File: config.mk
export PLATFORM = sky130hd
export DESIGN_NAME = fx2_tx_arbiter_flat
export DESIGN_NICKNAME = d
export VERILOG_FILES = /design/src/rtl/fx2_tx_arbiter_if.sv /design/src/rtl/fx2_tx_arbiter.sv /design/src/flat_wrapper.sv
export SDC_FILE = /design/constraint.sdc
export NUM_CORES = 1
export LEC_CHECK = 0
export CORE_ASPECT_RATIO = 0.8
export CORE_MARGIN = 10
export CORE_UTILIZATION = 40
export CTS_BUF_LIST = sky130_fd_sc_hd__clkbuf_8
export DETAILED_ROUTE_END_ITERATION = 8
export GPL_TIMING_DRIVEN = 1
export PLACE_DENSITY = 0.72
export SLEW_MARGIN = 30
export SYNTH_ARGS = -nofsm -noshare
export SYNTH_HDL_FRONTEND = slang
export SYNTH_SLANG_ARGS = --single-unit
File: constraint.sdc
create_clock -name FX2_CLK -period 2.5 [get_ports FX2_CLK]
set_input_delay 0.375 -clock FX2_CLK [delete_from_list [all_inputs] [get_ports FX2_CLK]]
set_output_delay 0.375 -clock FX2_CLK [all_outputs]
set_load 0.02 [all_outputs]
File: src/rtl/fx2_tx_arbiter_if.sv
// Byte path from the transmit arbiter to the FX2 bidir bridge.
// The arbiter is the master: it presents a byte and a valid flag,
// and the bridge answers with an accept strobe.
interface fx2_tx_arbiter_if;
  logic [7:0] FPGA_WORD;
  logic       FPGA_WORD_AVAILIABLE;
  logic       FPGA_WORD_ACCEPTED;

  modport master (
    output FPGA_WORD,
    output FPGA_WORD_AVAILIABLE,
    input  FPGA_WORD_ACCEPTED
  );

  modport slave (
    input  FPGA_WORD,
    input  FPGA_WORD_AVAILIABLE,
    output FPGA_WORD_ACCEPTED
  );
endinterface

File: src/rtl/fx2_tx_arbiter.sv
// Round-robin transmit scheduler for the FPGA->PC byte path of the FX2 bridge.
// Every burst is one header byte {4'hA,2'b00,ch} followed by BURST_LEN data
// bytes. A source that stalls for TIMEOUT consecutive cycles mid-burst gets the
// rest of its burst filled with 8'h00 and the sticky PAD_ERR flag is raised.
// PC command bytes set the channel enables (8'h1m) and clear PAD_ERR (8'h20).
module fx2_tx_arbiter #(
  parameter int NCH       = 4,
  parameter int BURST_LEN = 16,
  parameter int TIMEOUT   = 64
) (
  input  logic                 FX2_CLK,
  input  logic                 RESET,
  input  logic [7:0]           PCINSTRUCTION,
  input  logic [8*NCH-1:0]     CH_DATA,
  input  logic [NCH-1:0]       CH_VALID,
  output logic [NCH-1:0]       CH_ACK,
  fx2_tx_arbiter_if.master     fx2,
  output logic [NCH-1:0]       CH_EN,
  output logic                 PAD_ERR
);

  typedef enum logic [1:0] {
    S_IDLE = 2'd0,
    S_HDR  = 2'd1,
    S_DATA = 2'd2,
    S_PAD  = 2'd3
  } state_e;

  localparam logic [7:0] LAST_CNT = 8'(BURST_LEN - 1);
  localparam logic [7:0] LAST_TMO = 8'(TIMEOUT - 1);
  localparam logic [1:0] LAST_CH  = 2'(NCH - 1);

  state_e           state_q, state_d;
  logic [1:0]       grant_q, grant_d;
  logic [1:0]       last_grant_q, last_grant_d;
  logic [7:0]       cnt_q, cnt_d;
  logic [7:0]       tmo_q, tmo_d;
  logic [NCH-1:0]   ch_en_q, ch_en_d;
  logic             pad_err_q, pad_err_d;

  logic [NCH-1:0]   req_s;
  logic [NCH-1:0]   ack_s;
  logic [7:0]       sel_data_s;
  logic             sel_valid_s;
  logic [7:0]       word_s;
  logic             avail_s;
  logic             xfer_s;
  logic             pad_set_s;

  // First requesting channel after 'last', wrapping modulo NCH.
  function automatic logic [1:0] rr_pick(input logic [NCH-1:0] req, input logic [1:0] last);
    logic [1:0] pick;
    logic       found;
    pick  = last;
    found = 1'b0;
    for (int k = 1; k <= NCH; k++) begin
      for (int j = 0; j < NCH; j++) begin
        if (!found && (j == ((int'(last) + k) % NCH)) && req[j]) begin
          pick  = 2'(j);
          found = 1'b1;
        end else begin
          pick  = pick;
          found = found;
        end
      end
    end
    return pick;
  endfunction

  assign req_s = CH_VALID & ch_en_q;

  // Mux out the byte and valid flag of the channel that owns the current burst.
  always_comb begin
    sel_data_s  = 8'h00;
    sel_valid_s = 1'b0;
    for (int i = 0; i < NCH; i++) begin
      if (grant_q == 2'(i)) begin
        sel_data_s  = CH_DATA[8*i +: 8];
        sel_valid_s = CH_VALID[i];
      end else begin
        sel_data_s  = sel_data_s;
        sel_valid_s = sel_valid_s;
      end
    end
  end

  // Byte-path outputs per burst phase; silenced while RESET is held.
  always_comb begin
    word_s  = 8'h00;
    avail_s = 1'b0;
    if (RESET) begin
      word_s  = 8'h00;
      avail_s = 1'b0;
    end else begin
      case (state_q)
        S_HDR: begin
          avail_s = 1'b1;
          word_s  = {4'hA, 2'b00, grant_q};
        end
        S_DATA: begin
          avail_s = sel_valid_s;
          word_s  = sel_data_s;
        end
        S_PAD: begin
          avail_s = 1'b1;
          word_s  = 8'h00;
        end
        default: begin
          avail_s = 1'b0;
          word_s  = 8'h00;
        end
      endcase
    end
  end

  assign xfer_s = avail_s & fx2.FPGA_WORD_ACCEPTED;

  // Only the granted channel is acknowledged, and only for real data bytes.
  always_comb begin
    ack_s = '0;
    for (int i = 0; i < NCH; i++) begin
      if ((state_q == S_DATA) && (grant_q == 2'(i))) begin
        ack_s[i] = xfer_s;
      end else begin
        ack_s[i] = 1'b0;
      end
    end
  end

  // Burst sequencing: arbitration, header, data with stall timeout, padding.
  always_comb begin
    state_d      = state_q;
    grant_d      = grant_q;
    last_grant_d = last_grant_q;
    cnt_d        = cnt_q;
    tmo_d        = tmo_q;
    pad_set_s    = 1'b0;
    case (state_q)
      S_IDLE: begin
        if (req_s != '0) begin
          grant_d      = rr_pick(req_s, last_grant_q);
          last_grant_d = rr_pick(req_s, last_grant_q);
          state_d      = S_HDR;
        end else begin
          state_d      = S_IDLE;
        end
      end
      S_HDR: begin
        if (xfer_s) begin
          state_d = S_DATA;
          cnt_d   = 8'd0;
          tmo_d   = 8'd0;
        end else begin
          state_d = S_HDR;
        end
      end
      S_DATA: begin
        if (xfer_s) begin
          cnt_d = cnt_q + 8'd1;
          tmo_d = 8'd0;
          if (cnt_q == LAST_CNT) begin
            state_d = S_IDLE;
          end else begin
            state_d = S_DATA;
          end
        end else if (!sel_valid_s) begin
          tmo_d = tmo_q + 8'd1;
          if (tmo_q == LAST_TMO) begin
            state_d   = S_PAD;
            pad_set_s = 1'b1;
          end else begin
            state_d   = S_DATA;
          end
        end else begin
          // Source valid but bridge not accepting: not a stall.
          state_d = S_DATA;
        end
      end
      S_PAD: begin
        if (xfer_s) begin
          cnt_d = cnt_q + 8'd1;
          if (cnt_q == LAST_CNT) begin
            state_d = S_IDLE;
          end else begin
            state_d = S_PAD;
          end
        end else begin
          state_d = S_PAD;
        end
      end
      default: begin
        state_d = S_IDLE;
      end
    endcase
  end

  // PC command decode; a new timeout beats a same-cycle clear of PAD_ERR.
  always_comb begin
    ch_en_d   = ch_en_q;
    pad_err_d = pad_err_q;
    if (PCINSTRUCTION[7:4] == 4'h1) begin
      ch_en_d = PCINSTRUCTION[NCH-1:0];
    end else begin
      ch_en_d = ch_en_q;
    end
    if (pad_set_s) begin
      pad_err_d = 1'b1;
    end else if (PCINSTRUCTION == 8'h20) begin
      pad_err_d = 1'b0;
    end else begin
      pad_err_d = pad_err_q;
    end
  end

  // State and control registers with synchronous reset.
  always_ff @(posedge FX2_CLK) begin
    if (RESET) begin
      state_q      <= S_IDLE;
      grant_q      <= 2'd0;
      last_grant_q <= LAST_CH;
      cnt_q        <= 8'd0;
      tmo_q        <= 8'd0;
      ch_en_q      <= '1;
      pad_err_q    <= 1'b0;
    end else begin
      state_q      <= state_d;
      grant_q      <= grant_d;
      last_grant_q <= last_grant_d;
      cnt_q        <= cnt_d;
      tmo_q        <= tmo_d;
      ch_en_q      <= ch_en_d;
      pad_err_q    <= pad_err_d;
    end
  end

  assign fx2.FPGA_WORD            = word_s;
  assign fx2.FPGA_WORD_AVAILIABLE = avail_s;
  assign CH_ACK                   = ack_s;
  assign CH_EN                    = ch_en_q;
  assign PAD_ERR                  = pad_err_q;

endmodule
File: src/flat_wrapper.sv
// flat-port wrapper written by rule: the top's interface ports become plain ports
module fx2_tx_arbiter_flat 
#(
  parameter int NCH       = 4,
  parameter int BURST_LEN = 16,
  parameter int TIMEOUT   = 64
)
  (FX2_CLK, RESET, PCINSTRUCTION, CH_DATA, CH_VALID, CH_ACK, CH_EN, PAD_ERR, fx2_FPGA_WORD, fx2_FPGA_WORD_AVAILIABLE, fx2_FPGA_WORD_ACCEPTED);
  fx2_tx_arbiter_if fx2_i ();
  input  logic FX2_CLK;
  input  logic RESET;
  input  logic [7:0] PCINSTRUCTION;
  input  logic [8*NCH-1:0] CH_DATA;
  input  logic [NCH-1:0] CH_VALID;
  output logic [NCH-1:0] CH_ACK;
  output logic [NCH-1:0] CH_EN;
  output logic PAD_ERR;
  output wire logic [$bits(fx2_i.FPGA_WORD)-1:0] fx2_FPGA_WORD;
  output wire logic [$bits(fx2_i.FPGA_WORD_AVAILIABLE)-1:0] fx2_FPGA_WORD_AVAILIABLE;
  input wire logic [$bits(fx2_i.FPGA_WORD_ACCEPTED)-1:0] fx2_FPGA_WORD_ACCEPTED;
  assign fx2_FPGA_WORD = fx2_i.FPGA_WORD;
  assign fx2_FPGA_WORD_AVAILIABLE = fx2_i.FPGA_WORD_AVAILIABLE;
  assign fx2_i.FPGA_WORD_ACCEPTED = fx2_FPGA_WORD_ACCEPTED;
  fx2_tx_arbiter #(.NCH(NCH), .BURST_LEN(BURST_LEN), .TIMEOUT(TIMEOUT)) u_core (.FX2_CLK(FX2_CLK), .RESET(RESET), .PCINSTRUCTION(PCINSTRUCTION), .CH_DATA(CH_DATA), .CH_VALID(CH_VALID), .CH_ACK(CH_ACK), .fx2(fx2_i), .CH_EN(CH_EN), .PAD_ERR(PAD_ERR));
endmodule
==> results.md <==
- Part of the Yosys area used for sequential elements: 29.0%
- Yosys warning count: 0
- Initial Util: 41.1%
- CTS root buffer: clkbuf_8
- Final count of hold timing violations: 0
- Tightest Pin Transition: 0.506 ns
- Clock latency at the later pin of the worst-skew pair: between 0.2 and 0.3 ns
- Static leakage power: between 1 and 1.5 nW
- Number of nets in the layout: 367
- Synthesized area per cell: approximately 8.0 µm²
- Overall die height: between 80 and 90 µm
- Global-route wire length before repair: slightly above 9000 µm
- Synthesized net count: 286
- Area enclosed by the die boundary: 7810 µm²
- Pin count of the biggest net entering global routing: 18
- Syn Std Cell Area: ~1900 µm²
- Proportion of layout cells with a drive suffix above 1: between 10 and 15%
- Number of instances in the synthesized netlist: 232
- Area growth from synthesis to final layout: 46.5%
- Clock tree from TritonCTS: yes
- Startpoint class of the critical path: flop
- Vias in the first global route: between 1500 and 2000
- CTS clock-pin slew for the worst setup and hold paths: approximately 0.1 ns
- Fin. max-slew vios: 0
- Number of clock sinks: 27
- Number of enable flip-flop cells after synthesis: 0
- Upper clock frequency limit: around 0.41 GHz
- Async SR Flop Fraction: 0%
- Drc violations: 0
- Clock buffer count from CTS: 3
- Top-level I/O count: between 60 and 70
- Post-route core utilization: approximately three fifths
- Final-layout fill cell count: 423
- Finished Layout Cells: about 370
- Antenna Violating Nets Remaining: 0
- CP Class: flop to output port
- Final weighted congestion of routability-driven global placement: roughly 0.89
- Critical path data required time: 2.12 ns
- Overall track demand over capacity in global routing: 14.5%
- Max Clock Skew: around 0.0043 ns
- Number of rows in the core area: 22
- Count of placed standard cells including taps: 368
- Setup slack of the critical path after layout: between 0.08 and 0.09 ns
- Worst Reg-to-Reg Cells: 8
- Via Count: approximately 2000
- Number of violations of the max-capacitance limit: 0
- Iteration count of the initial detailed-routing pass: 5
- Grt total ovfl: 0
- Pre-CTS setup slack: -0.230 ns
- CTS H-tree depth: 1
- Worst hold path class: flop to flop
- Number of port buffers: 64
- Detailed-route wire length per cell: roughly 16 µm
- Hold path cells: 2
- Maximum ir drop on the vdd rail: between 0.0002 and 0.0003 V
- Final wirelength: between 6000 and 7000 µm
- Count of hold buffers inserted by post-cts repair: 0
- Half-perimeter wire length after placement: 4790 µm
- Core box area: between 4000 and 5000 µm²
- Maximum buffer depth of the clock tree: 2
- 1st-iter DRT viols: ~180
- Post-synthesis cell type count: 46
- Worst relative slew slack: around 66%
- Register Area: about 540 µm²
- Power density cells: just over 400 nW/µm²
- Most used DFF post-synth: dfxtp_1
- Area of the multi-input gates: approximately 1300 µm²
- Initial antenna violation count: 0
- Horizontal die dimension: ~96 µm
- Critical Path End Type: output port
- Final clock period utilization by the worst path: 96.8%
- Outcome: finished clean
- Final critical-path required period: 2.42 ns
- Yosys reg bits: 27
- Arrival @ worst endpoint: about 2 ns
- Antenna diode instance count: 0
- Total of endpoints with negative setup slack in the final report: 0
- Maximum net fanout on the critical path: 15
- Average vias per placed instance: between 5 and 6
[cells in the final DEF (no fill, tap or decap), types with 3 or more instances in the layout]
master and instances:
clkdlybuf4s50_1 51, dfxtp_1 27, nand2_1 26, nor2_1 23, buf_4 22, o21ai_0 17, a21oi_1 15, mux2i_1 12
nand3_1 9, nor2b_1 8, and3_1 8, dlygate4sd2_1 8, inv_1 7, nor3_1 7, ha_1 7, xor2_1 6
a32o_1 4, clkbuf_2 4, mux4_2 3, a211oi_1 3, o2111ai_1 3, o211ai_1 3, clkbuf_8 3
[cell families (layout without fill, tap and decap cells)]
family	after synthesis	in the layout	share of synthesized area [%]
fa+ha+maj	7	7	4.69
simple gates	99	99	26.7
buf+inv	18	98	4.09
flops	27	27	29.0
mux	16	16	11.5
compound gates	59	59	21.3
xor+xnor	6	6	2.82
[flip-flops by register name (all words and copies together) (netlist names)]
register             cells
u_core.tmo_q             8
u_core.PAD_ERR           1
u_core.state_q           2
u_core.last_grant_q      2
u_core.grant_q           2
u_core.cnt_q             8
u_core.CH_EN             4
[routing by layer]
metal / share of wire, % / GRT usage [%] / wire length [µm]
met5: 0 / 0 / 0
met4: 0.73 / 2.75 / 44
met3: 9.3 / 3.87 / 562
met2: 43 / 22.8 / 2580
met1: 47 / 19.5 / 2830
[Yosys cell counts, drive strengths merged, types with 2 or more instances]
cell type / instances / share of area (%)
dfxtp: 27 / 29
nand2: 26 / 5.2
nor2: 23 / 4.6
o21ai: 17 / 4.6
a21oi: 15 / 4.0
mux2i: 12 / 6.4
nand3: 9 / 2.4
and3: 8 / 2.7
clkbuf: 8 / 1.6
nor2b: 8 / 2.7
ha: 7 / 4.7
inv: 7 / 1.4
nor3: 7 / 1.9
xor2: 6 / 2.8
a32o: 4 / 2.1
mux4: 4 / 5.0
a211oi: 3 / 1.2
a221oi: 3 / 1.4
buf: 3 / 1.1
o2111ai: 3 / 1.4
o211ai: 3 / 1.2
a31oi: 2 / 0.67
and2: 2 / 0.67
and4: 2 / 0.94
nand2b: 2 / 0.67
nand4: 2 / 0.67
nor3b: 2 / 0.80
or4: 2 / 0.80
[layout make-up]
class	instances	share of cell area, %
Inverter	7	0.961
Clock inverter	1	0.320
Sequential cell	27	19.8
Clock buffer	3	1.51
Multi-Input combinational cell	187	45.9
Timing Repair Buffer	87	28.8
Tap cell	60	2.75
[path summary, 6_finish.rpt]
path	startpoint	endpoint	slack [ns]
setup / recovery	u_core.state_q[0]$_SDFF_PP0_	fx2_FPGA_WORD[7]	0.08
hold / removal	u_core.cnt_q[1]$_SDFFE_PP0P_	u_core.cnt_q[1]$_SDFFE_PP0P_	0.47
setup reg to reg	u_core.state_q[1]$_SDFF_PP0_	u_core.cnt_q[7]$_SDFFE_PP0P_	0.33
hold reg to reg	u_core.cnt_q[1]$_SDFFE_PP0P_	u_core.cnt_q[1]$_SDFFE_PP0P_	0.47
[report_power, final]
| part | internal (mW) | leakage [nW] | switching [mW] |
|---|---|---|---|
| registers | 0.445 | 0.219 | 0.0141 |
| logic | 0.204 | 0.855 | 0.182 |
| clock network | 0.117 | 0.0261 | 0.149 |
[critical path, cell delays in order, from the launching register on]
cell and delay, ns:
dfxtp_1 0.34, inv_1 0.07, ha_1 0.23, buf_4 0.20, and3_1 0.23, a221oi_2 0.31
nor2_1 0.08, clkdlybuf4s15_1 0.30
[through the flow]
| step | total power [mW] | instance area [µm²] | setup TNS [ns] | hold slack [ns] |
|---|---|---|---|---|
| 2_1_floorplan | 0.676 | 1870 | 0 | 0.444 |
| 3_3_place_gp | 0.842 | 2700 | -0.749 | 0.454 |
| 3_5_place_dp | 0.849 | 2700 | -0.864 | 0.460 |
| 4_1_cts | 1.12 | 2740 | 0 | 0.475 |
| 5_1_grt | 1.18 | 2730 | -0.0667 | 0.510 |
| 6_report | 1.11 | 2730 | 0 | 0.473 |
[timing repair]
item                                    in CTS  in global routing
endpoints found under the setup margin      13                  5
pin swaps                                    0                  0
buffers inserted                             0                  0
gates resized for setup                     14                 12
No activity file was read; power rests on OpenSTA's default activity.
